<file path="src/rtl/rfg_axis_protocol_initiator.sv">
// rtl/rfg_axis_protocol_initiator.sv - RFG register-protocol initiator: command in, AXIS frame out, read data back
//
// Purpose: serializes register transactions from on-chip logic into RFG
// protocol frames (header, address, length lo, length hi, optional write
// payload) on an AXIS byte master. Read-response bytes from the responder
// arrive on an AXIS byte slave and are passed through to the rd stream,
// framed by the requested length.
//
// Ports:
//   aclk, aresetn            clock, synchronous active-low reset
//   cmd_*                    command request (valid/ready handshake)
//   wr_tdata/tvalid/tready   write payload stream into the initiator
//   rd_tdata/tvalid/tready/tlast  read payload stream out of the initiator
//   m_axis_*                 frame bytes to the responder (registered)
//   s_axis_*                 response bytes from the responder
//   busy                     transaction in progress
//   done                     one-cycle pulse on the final byte handshake
//   err_cmd                  one-cycle pulse after an illegal command
//   err_timeout              one-cycle pulse when the read response stalls
module rfg_axis_protocol_initiator #(
  parameter logic [7:0]  SOURCE_ID      = 8'h01,
  parameter logic [7:0]  DEST_ID        = 8'h00,
  parameter int unsigned TIMEOUT_CYCLES = 1024
) (
  input  logic        aclk,
  input  logic        aresetn,
  input  logic        cmd_valid,
  output logic        cmd_ready,
  input  logic        cmd_write,
  input  logic        cmd_read,
  input  logic        cmd_incr,
  input  logic [3:0]  cmd_vchannel,
  input  logic [7:0]  cmd_address,
  input  logic [15:0] cmd_length,
  input  logic [7:0]  wr_tdata,
  input  logic        wr_tvalid,
  output logic        wr_tready,
  output logic [7:0]  rd_tdata,
  output logic        rd_tvalid,
  input  logic        rd_tready,
  output logic        rd_tlast,
  output logic [7:0]  m_axis_tdata,
  output logic        m_axis_tvalid,
  input  logic        m_axis_tready,
  output logic        m_axis_tlast,
  output logic [7:0]  m_axis_tid,
  output logic [7:0]  m_axis_tdest,
  input  logic [7:0]  s_axis_tdata,
  input  logic        s_axis_tvalid,
  output logic        s_axis_tready,
  input  logic        s_axis_tlast,
  output logic        busy,
  output logic        done,
  output logic        err_cmd,
  output logic        err_timeout
);

  typedef enum logic [2:0] {IDLE, HEADER, ADDRESS, LENA, LENB, WDATA, RDATA} state_t;

  localparam bit          TIMEOUT_EN   = (TIMEOUT_CYCLES != 0);
  localparam logic [31:0] TIMEOUT_LAST = TIMEOUT_CYCLES - 1;

  state_t      state, state_next;
  logic [7:0]  address_q, address_next;
  logic [15:0] length_q, length_next;
  logic        is_read_q, is_read_next;
  logic [15:0] count, count_next;
  logic [31:0] timer, timer_next;
  logic [7:0]  tdata_next;
  logic        tvalid_next, tlast_next, err_cmd_next;
  logic        m_hs, s_hs, wr_hs;

  // The response framing is driven purely by the byte count.
  logic unused_tlast;
  assign unused_tlast = s_axis_tlast;

  assign m_axis_tid   = SOURCE_ID;
  assign m_axis_tdest = DEST_ID;

  assign m_hs  = m_axis_tvalid && m_axis_tready;
  assign s_hs  = s_axis_tvalid && s_axis_tready;
  assign wr_hs = wr_tvalid && wr_tready;

  assign cmd_ready = (state == IDLE);
  assign busy      = (state != IDLE);

  // Payload may load while the LENB byte is leaving, so writes run without a
  // bubble between the header phase and the first payload byte.
  assign wr_tready = ((state == WDATA) && (count != 16'd0) && (!m_axis_tvalid || m_axis_tready)) ||
                     ((state == LENB) && !is_read_q && m_axis_tready);

  // Outside a read, stray response bytes are drained so the interconnect never stalls.
  assign s_axis_tready = (state == RDATA) ? rd_tready : 1'b1;
  assign rd_tvalid     = (state == RDATA) && s_axis_tvalid;
  assign rd_tdata      = (state == RDATA) ? s_axis_tdata : 8'h00;
  assign rd_tlast      = (state == RDATA) && (count == 16'd1);

  assign done = ((state == WDATA) && m_hs && m_axis_tlast) ||
                ((state == RDATA) && s_hs && (count == 16'd1));
  assign err_timeout = TIMEOUT_EN && (state == RDATA) && !s_hs && (timer == TIMEOUT_LAST);

  always_comb begin
    state_next   = state;
    address_next = address_q;
    length_next  = length_q;
    is_read_next = is_read_q;
    count_next   = count;
    timer_next   = timer;
    tdata_next   = m_axis_tdata;
    tvalid_next  = m_axis_tvalid;
    tlast_next   = m_axis_tlast;
    err_cmd_next = 1'b0;
    case (state)
      IDLE: begin
        if (cmd_valid) begin
          address_next = cmd_address;
          length_next  = cmd_length;
          is_read_next = cmd_read;
          if ((cmd_write == cmd_read) || (cmd_length == 16'd0)) begin
            err_cmd_next = 1'b1;
          end else begin
            state_next  = HEADER;
            tdata_next  = {cmd_vchannel, 1'b0, cmd_incr, cmd_read, cmd_write};
            tvalid_next = 1'b1;
            tlast_next  = 1'b0;
          end
        end
      end
      HEADER: if (m_hs) begin
        tdata_next = address_q;
        state_next = ADDRESS;
      end
      ADDRESS: if (m_hs) begin
        tdata_next = length_q[7:0];
        state_next = LENA;
      end
      LENA: if (m_hs) begin
        tdata_next = length_q[15:8];
        tlast_next = is_read_q;
        state_next = LENB;
      end
      LENB: if (m_hs) begin
        count_next = length_q;
        timer_next = 32'd0;
        if (is_read_q) begin
          state_next  = RDATA;
          tvalid_next = 1'b0;
          tlast_next  = 1'b0;
        end else begin
          state_next = WDATA;
          if (wr_tvalid) begin
            tdata_next = wr_tdata;
            tlast_next = (length_q == 16'd1);
            count_next = length_q - 16'd1;
          end else begin
            tvalid_next = 1'b0;
            tlast_next  = 1'b0;
          end
        end
      end
      WDATA: begin
        if (m_hs && m_axis_tlast) begin
          state_next  = IDLE;
          tvalid_next = 1'b0;
          tlast_next  = 1'b0;
        end else if (wr_hs) begin
          tdata_next  = wr_tdata;
          tvalid_next = 1'b1;
          tlast_next  = (count == 16'd1);
          count_next  = count - 16'd1;
        end else if (m_hs) begin
          tvalid_next = 1'b0;
        end
      end
      RDATA: begin
        if (s_hs) begin
          timer_next = 32'd0;
          count_next = count - 16'd1;
          if (count == 16'd1) state_next = IDLE;
        end else if (err_timeout) begin
          state_next = IDLE;
        end else begin
          timer_next = timer + 32'd1;
        end
      end
      default: state_next = IDLE;
    endcase
  end

  always_ff @(posedge aclk) begin
    if (!aresetn) begin
      state         <= IDLE;
      address_q     <= 8'h00;
      length_q      <= 16'h0000;
      is_read_q     <= 1'b0;
      count         <= 16'h0000;
      timer         <= 32'd0;
      m_axis_tdata  <= 8'h00;
      m_axis_tvalid <= 1'b0;
      m_axis_tlast  <= 1'b0;
      err_cmd       <= 1'b0;
    end else begin
      state         <= state_next;
      address_q     <= address_next;
      length_q      <= length_next;
      is_read_q     <= is_read_next;
      count         <= count_next;
      timer         <= timer_next;
      m_axis_tdata  <= tdata_next;
      m_axis_tvalid <= tvalid_next;
      m_axis_tlast  <= tlast_next;
      err_cmd       <= err_cmd_next;
    end
  end

endmodule

</file>
<file path="config.mk">
export PLATFORM = sky130hd
export DESIGN_NAME = rfg_axis_protocol_initiator
export DESIGN_NICKNAME = d
export VERILOG_FILES = /design/src/rtl/rfg_axis_protocol_initiator.sv
export SDC_FILE = /design/constraint.sdc
export NUM_CORES = 1
export LEC_CHECK = 0
export BUFFER_PORTS_ARGS = -buffer_cell sky130_fd_sc_hd__buf_2
export CORE_MARGIN = 5
export CORE_UTILIZATION = 50
export DETAILED_ROUTE_END_ITERATION = 16
export GPL_ROUTABILITY_DRIVEN = 0
export PLACE_DENSITY = 0.73
export SKIP_CTS_REPAIR_TIMING = 1
export SYNTH_ARGS = -nofsm -noshare
export SYNTH_HDL_FRONTEND = slang
export SYNTH_SLANG_ARGS = --single-unit
</file>
<file path="constraint.sdc">
create_clock -name aclk -period 2.9 [get_ports aclk]
set_input_delay 0.145 -clock aclk [delete_from_list [all_inputs] [get_ports aclk]]
set_output_delay 0.145 -clock aclk [all_outputs]
set_load 0.1 [all_outputs]
</file>
**Word level (Yosys, flattened, before mapping)**

Cells that the tools add are included.

- Register bits: 87
- Logic and storage cells: 136

- Add/subtract/negate cells: 3
- Eq/ne operators: 28
- Muxes and demuxes: 55
- Reductions and logical operators: 40

Operators with widths:

| operator | number |
|---|---|
| two-way mux 16 bit | 6 |
| two-way mux 32 bit | 3 |
| two-way mux 8 bit | 11 |
| case mux 32 bit (2 select lines) | 1 |
| case mux 16 bit (3 select lines) | 1 |
| case mux 8 bit (6 select lines) | 1 |
| adder 32 x 1 -> 32 bit, second input constant | 1 |
| equality test 16 x 1 -> 1 bit, second input constant | 2 |
| equality test 32 x 10 -> 1 bit, second input constant | 1 |
| subtractor 16 x 1 -> 16 bit, second input constant | 2 |
| two-way mux 3 bit | 10 |
| inequality test 2 bit, second input constant | 11 |
| case mux 3 bit (7 select lines) | 1 |
| two-way mux 1 bit | 18 |
| logical AND 1 bit | 16 |
| zero test 16 bit | 1 |
| nonzero test 16 bit | 1 |
| AND reduction 6 bit | 2 |
| AND reduction 11 bit | 1 |
| equality test 3 bit, second input constant | 3 |
| inequality test 3 bit, second input constant | 3 |
| AND reduction 9 bit | 1 |
| nonzero test 3 bit | 3 |
| equality test 3 x 2 -> 1 bit, second input constant | 2 |
| 17 further kinds | 24 |

**Depth between registers and ports, before layout**

Gate-level depths: netlist (run 1).

- Depth in word-level cells: 9
- Depth in mapped cells: 9
- Mapped depth without buffers: 8

**Worst setup path before layout (run 1)**

No wires, ideal clock.

- Path kind: flip-flop to flip-flop
- Start: reg state[1]
- End: reg m_axis_tdata[1]
- Data arrival time: 4.448 ns
- Path slack: -1.635 ns
- Stages on the path, launching flop included: 7
- Buffers on the path: 1
- Cell sequence: dfxtp_1 -> buf_2 -> nor3_1 -> inv_1 -> nand2_1 -> a221oi_1 -> o31ai_1

- Elaborated cells on any way between the ends: 25
- Classes of those cells: 15 x eq/ne; 1 x mux; 9 x reduce/logical

RTL lines:

| what | RTL line | text |
|---|---|---|
| start: declaration | 63 | `state_t state, state_next;` |
| start signal: assignment | 203 | `state <= state_next;` |
| zero test 3 bit (*) | n/a |  |
| net cmd_ready | 28 | `output logic cmd_ready,` |
| nonzero test 6 bit (no line) / inequality test 2 bit (equally long branches) | n/a |  |
| AND reduction 11 bit (no line) | n/a |  |
| end signal: assignment | 209 | `m_axis_tdata <= tdata_next;` |
| end: declaration | 42 | `output logic [7:0] m_axis_tdata,` |

The timed path passes the listed nets; every way through them passes the cells marked *.
A chain may end at the register's enable or synchronous reset.

**Worst setup path after layout (run 1)**

- Start: reg count[1]
- End: out done

- Word-level cells in the longest chain between the ends: 3

RTL lines:

| what | RTL line | text |
|---|---|---|
| start: declaration | 67 | `logic [15:0] count, count_next;` |
| start signal: assignment | 207 | `count <= count_next;` |
| equality test 16 x 1 -> 1 bit | 99 | `((state == RDATA) && s_hs && (count == 16'd1));` |
| logical AND 1 bit | 99 |  |
| logical OR 1 bit | 98 | `assign done = ((state == WDATA) && m_hs && m_axis_tlast) \|\|` |
| end: declaration | 53 | `output logic done,` |

No other way between the ends.

==> results_dict.tcl, run 1 <==
set metrics [dict create \
    outcome "finished, final reports clean" \
    io_buffers 80 \
    drc 0 \
    period_share_pct 94.1 \
    avgSynthCellArea_sq_um 7.70 \
    reg2regPathDepth 7 \
    tns_ns 0 \
    leakage_nw 2.25 \
    rrSetupSlack_ns 0.35 \
    synth_area_sq_um 5240 \
    dp_slack_ns 0.385 \
    clock_skew_ns 0.00623 \
    grt_max_degree 47 \
    peakVddDrop_v 0.000327 \
    postRouteAntennaNets 0 \
    antenna_found_initial 0 \
    powerDensity_nw_per_um2 499 \
    grt_use_total_pct 23.0 \
    slew_violations 0 \
    fp.dieW_um 112 \
    synth_edf_count 0 \
    place_hpwl_um 10700 \
    syn_to_final_growth_pct 14.8 \
    grt.overflow.total 0 \
    start_util_pct 50.9 \
    path_cells "inv_1 -> ha_1 -> or4b_2 -> or4_1 -> o31ai_4 -> buf_12" \
    grt_pass1_vias 4982 \
    cap_violations 0 \
    layout-drive-gt1-share_pct 19.3 \
    crit_arrival_ns 2.58 \
    whs_endpoint "address_q[5]" \
    ys_seq_area_share_pct 33.3 \
    n_antenna_cell 0 \
    critPathMaxFanout 4 \
    slowest_delay_ns 0.57 \
    final_cell_area_sq_um 6010 \
    worstPathRequired_ns 2.76 \
    fin_ws_ns 0.170 \
    finalHoldViolCount 0 \
    synth_seq_cells 87 \
    cpMaxStageDelayCell "or4_1" \
    nets 809 \
    first_iter_violations 399 \
    synthCells 680 \
    die_h_um 112 \
    relSlewSlack_pct 41.9 \
    hold_start "cmd_address[5]" \
    path_clk_slew_ns 0.09 \
    ys_warn_count 0 \
    min_period_ns 2.73 \
    critPathLaunchType "flop" \
    ios 98 \
    hp-class "in -> reg" \
    dr.pass1.iters 5 \
    tightest_slew_ns 0.872 \
    critPathCaptureType "output port" \
    holdPathStages 3 \
    cts_root_buffer "clkbuf_8" \
    rsz0062_at_grt "false" \
    r2r_end "timer[19]" \
    ys.flop_type "dfxtp_1" \
    cts_buffer_depth 2 \
    cts_tree "done" \
    place_area_sq_um 5760 \
    vias_per_cell 5.83 \
    numClockSinks 87 \
    htreeDepth 3 \
    p_total_mw 3.00 \
    num_vias 5187 \
    timing.rr.start "state[0]" \
    clk_latency_ns 0.37 \
    die_area_sq_um 12600 \
    wl_um 14500 \
    rows 37 \
    wire_per_inst_um 16.4 \
    coreArea_sq_um 10300 \
    cts_buffers 9 \
    async_flop_share_pct 0 \
    critPathKind "reg -> out" \
    hold_ws_ns 0.00544 \
    finalSetupViolations 0 \
    grt_pass1_wl_um 24200 \
    ys_types 63 \
    max_freq_mhz 366 \
]
## registers in the layout, indices dropped and copies added, names as in the netlist
signal and count:
m_axis_tlast 1, err_cmd 1, timer 32, length_q 16, is_read_q 1, m_axis_tvalid 1, state 3, m_axis_tdata 8
address_q 8, count 16
## cell usage in the layout (no fill, tap or decap), types with 8 or more instances in the layout
cell type  synthesis  final
dfxtp_1           87     87
buf_2              4     77
nor2_1            62     61
clkbuf_8           0      9
xor2_1            19     19
nand4_1           13     13
or3_1             10     10
conb_1             2     16
a21oi_1           69     69
xnor2_1           16     16
o21ai_0           32     32
nand3_1           27     27
inv_1             16     15
and2_1            16     16
a211o_1            8      8
nor3_1            25     24
buf_4             16     16
nand2_1           90     90
nor4_1            18     18
## worst max path at each step
stage	slack, ns	cells after the start	endpoint	from
finish	0.17	6	done	count[1]
CTS	0.07	6	rd_tlast	count[1]
detailed placement	0.38	8	timer[13]	state[0]
floorplan	0.12	5	wr_tready	state[0]
global placement	0.48	8	timer[13]	state[0]
global route	0.03	6	rd_tlast	count[1]
## layout make-up
class                           instances  area, sq um
Fill cell                             968         4270
Multi-Input combinational cell        537         3240
Sequential cell                        87         1740
Timing Repair Buffer                   96          553
Tap cell                              136          170
Clock buffer                            9          124
Clock inverter                          7          120
Inverter                               17         63.8
## through the flow
stage                     std cells  util [%]
after floorplan                 694         -
after global placement          873      56.1
after detailed placement        873      56.1
after CTS                       889      58.5
after global routing            889      58.5
final                           889      58.5
## logic make-up (layout without fill, tap and decap cells)
| logic type | Yosys count | in the layout | synth area share (%) |
|---|---|---|---|
| AOI/OAI and AO/OA | 158 | 158 | 18.7 |
| xor gates and xnor gates | 35 | 35 | 5.86 |
| adders and majority gates | 6 | 6 | 1.43 |
| buffers and inverters | 70 | 129 | 6.41 |
| DFF | 87 | 87 | 33.3 |
| muxes | 17 | 17 | 4.78 |
| other | 2 | 16 | 0.143 |
| and+or+nand+nor | 305 | 305 | 29.4 |
## cells in the mapped netlist (all sizes together) (8+ instances only)
library cell	number	area share, %
xor2	19	3.2
a21oi	75	7.6
nand3	27	2.6
clkbuf	30	2.2
or3	10	1.2
nand4	13	1.6
a211o	8	1.3
nand2	90	6.5
inv	16	1.1
and2	17	2.0
nor3	27	2.8
xnor2	16	2.7
nor4	20	2.8
nor2	62	4.4
buf	23	3.0
dfxtp	87	33
o21ai	33	3.2
## layer usage
metal / part of all wire [%] / wire length [um] / track usage [%]
met1: 45 / 6520 / 31.8
met3: 8.0 / 1160 / 4.10
met2: 45 / 6610 / 36.5
met5: 0 / 0 / 0
met4: 1.8 / 257 / 7.21
## report_power, final
| group | switching, mW | internal [mW] |
|---|---|---|
| combinational | 0.469 | 0.189 |
| sequential | 0.0614 | 1.24 |
| clock | 0.469 | 0.575 |
| total | 0.999 | 2.00 |
## worst max-delay path, delay by kind of cell (launching register included)
family | cells | cell delay (ns)
buf+inv | 2 | 0.33
simple gates | 2 | 1.13
compound gates | 1 | 0.27
fa+ha+maj | 1 | 0.15
flops | 1 | 0.33
No activity file was read; power rests on OpenSTA's default activity.
==> inputs of run 2 (changes only) <==
CTS_BUF_LIST = sky130_fd_sc_hd__clkbuf_16   (was unset)
MAX_ROUTING_LAYER = met4   (was unset)
==> run 2 against run 1 <==
Against the previous run:
- clock power is 30% higher
- routed wire length is 0.99% higher
- first-iteration DRC count is 0.25% lower
- register-to-register slack worse by 0.02 ns
- core utilization is 0.99 points higher
- critical path depth stayed put
- final area is 1.7% higher
- die area stayed put
- count of clock-buffer cells in the layout stayed put
- total power is 10% higher
- fmax is 0.32% higher
- global-route usage is 1.0 points higher
- critical path type unchanged
- largest power group is now the clock network
- highest routed layer unchanged
==> results_dict.tcl, run 2 (synthesis gave the netlist of run 1 again) <==
set metrics [dict create \
    outcome "finished, final reports clean" \
    rsz0062_at_grt "false" \
    dp_cells 873 \
    instances_no_fill 889 \
    timing.rr.start "state[0]" \
    met2_length_um 6690 \
    relSlewSlack_pct 41.4 \
    whs_endpoint "address_q[5]" \
    finalHoldViolCount 0 \
    htreeDepth 3 \
    wl_um 14700 \
    critPathKind "reg -> out" \
    final_common_cell "nand2_1" \
    largest_register_ffs 32 \
    numClockSinks 87 \
    clk_latency_ns 0.34 \
    io_buffers 80 \
    rows 37 \
    tightest_slew_ns 0.878 \
    cts_root_buffer "clkbuf_16" \
    n_antenna_cell 0 \
    worstPathRequired_ns 2.76 \
    drt-met1-wl_um 6640 \
    rrSetupSlack_ns 0.33 \
    max_freq_mhz 367 \
    die_area_sq_um 12600 \
    min_period_ns 2.72 \
    hold_start "cmd_address[5]" \
    postRouteAntennaNets 0 \
    critPathMaxFanout 4 \
    critPathBufInv 2 \
    cts_tree "done" \
    wl_met3_um 1100 \
    critPathCaptureType "output port" \
    clock_skew_ns 0.00552 \
    grt_max_degree 47 \
    cts_buffer_depth 2 \
    hp-class "in -> reg" \
    period_share_pct 93.8 \
    antenna_found_initial 0 \
    path_cells "inv_1 -> ha_1 -> or4b_2 -> or4_1 -> o31ai_4 -> buf_12" \
    wire_per_inst_um 16.5 \
    peakVddDrop_v 0.000412 \
    first_iter_violations 398 \
    crit_arrival_ns 2.58 \
    grt_pass1_vias 5026 \
    leakage_nw 2.30 \
    grt_use_total_pct 24.0 \
    fin_ws_ns 0.179 \
    reg_top3 "timer x32, count x16, length_q x16" \
    fp.dieW_um 112 \
    top_register "timer" \
    syn_to_final_growth_pct 16.8 \
    cpMaxStageDelayCell "or4_1" \
    dp_slack_ns 0.385 \
    powerDensity_nw_per_um2 541 \
    cpLargestDelayFamily "simple AND/OR/NAND/NOR gates" \
    p_total_mw 3.31 \
    r2r_end "timer[13]" \
    vias_per_cell 5.87 \
    grt.overflow.total 0 \
    dr.pass1.iters 5 \
    holdPathStages 3 \
    die_h_um 112 \
    finalSetupViolations 0 \
    final_cell_mix "nand2_1, dfxtp_1, buf_2" \
    place_hpwl_um 10700 \
    coreArea_sq_um 10300 \
    critPathLaunchType "flop" \
    ios 98 \
    layout-drive-gt1-share_pct 19.3 \
    top_layer "met4" \
    tns_ns 0 \
    drc 0 \
    nets 809 \
    final_util_pct 59.5 \
    slew_violations 0 \
    path_clk_slew_ns 0.07 \
    grt_pass1_wl_um 24500 \
    cts_buffers 9 \
    fill_cells 960 \
    reg2regPathDepth 8 \
    cap_violations 0 \
    slowest_delay_ns 0.57 \
    start_util_pct 50.9 \
    num_vias 5219 \
]
-- run 2: how the worst max path moves through the flow --
stage	startpoint	endpoint	cells past startpoint
floorplan	state[0]	wr_tready	5
global placement	state[0]	timer[13]	8
detailed placement	state[0]	timer[13]	8
CTS	count[1]	rd_tlast	6
global route	timer[2]	err_timeout	5
finish	count[1]	done	6
-- run 2: cell type report --
cell class	count	area, sq um	share of cell area, %
clock inverter	7	120	1.97
inverter	17	63.8	1.04
sequential	87	1740	28.5
tap	136	170	2.78
timing repair buffer	96	553	9.05
multi-input combinational	537	3240	53.0
clock buffer	9	225	3.68
-- run 2: worst min-delay path, stage by stage --
cell     delay, ns
buf_2         0.10
nand2_1       0.05
a21oi_1       0.05
-- run 2: per-stage QoR --
step | instance area [sq um] | hold slack (ns)
after global placement | 5760 | 0.388
after global routing | 6110 | 0.0420
after CTS | 6110 | 0.0372
after floorplan | 5320 | 0.281
final | 6110 | 0.0370
after detailed placement | 5760 | 0.396
-- run 2: where the power goes --
group / leakage (nW) / switching [mW] / internal (mW) / total [mW]
logic: 1.42 / 0.468 / 0.189 / 0.657
registers: 0.706 / 0.0616 / 1.24 / 1.30
clock network: 0.166 / 0.504 / 0.845 / 1.35
-- run 2: metal layers --
| layer | GRT usage, % | vias to the layer above |
|---|---|---|
| met5 | - | - |
| met4 | 8.65 | 0 |
| met3 | 3.45 | 24 |
| met2 | 37.1 | 240 |
| met1 | 32.1 | 2406 |
| li1 | - | 2549 |
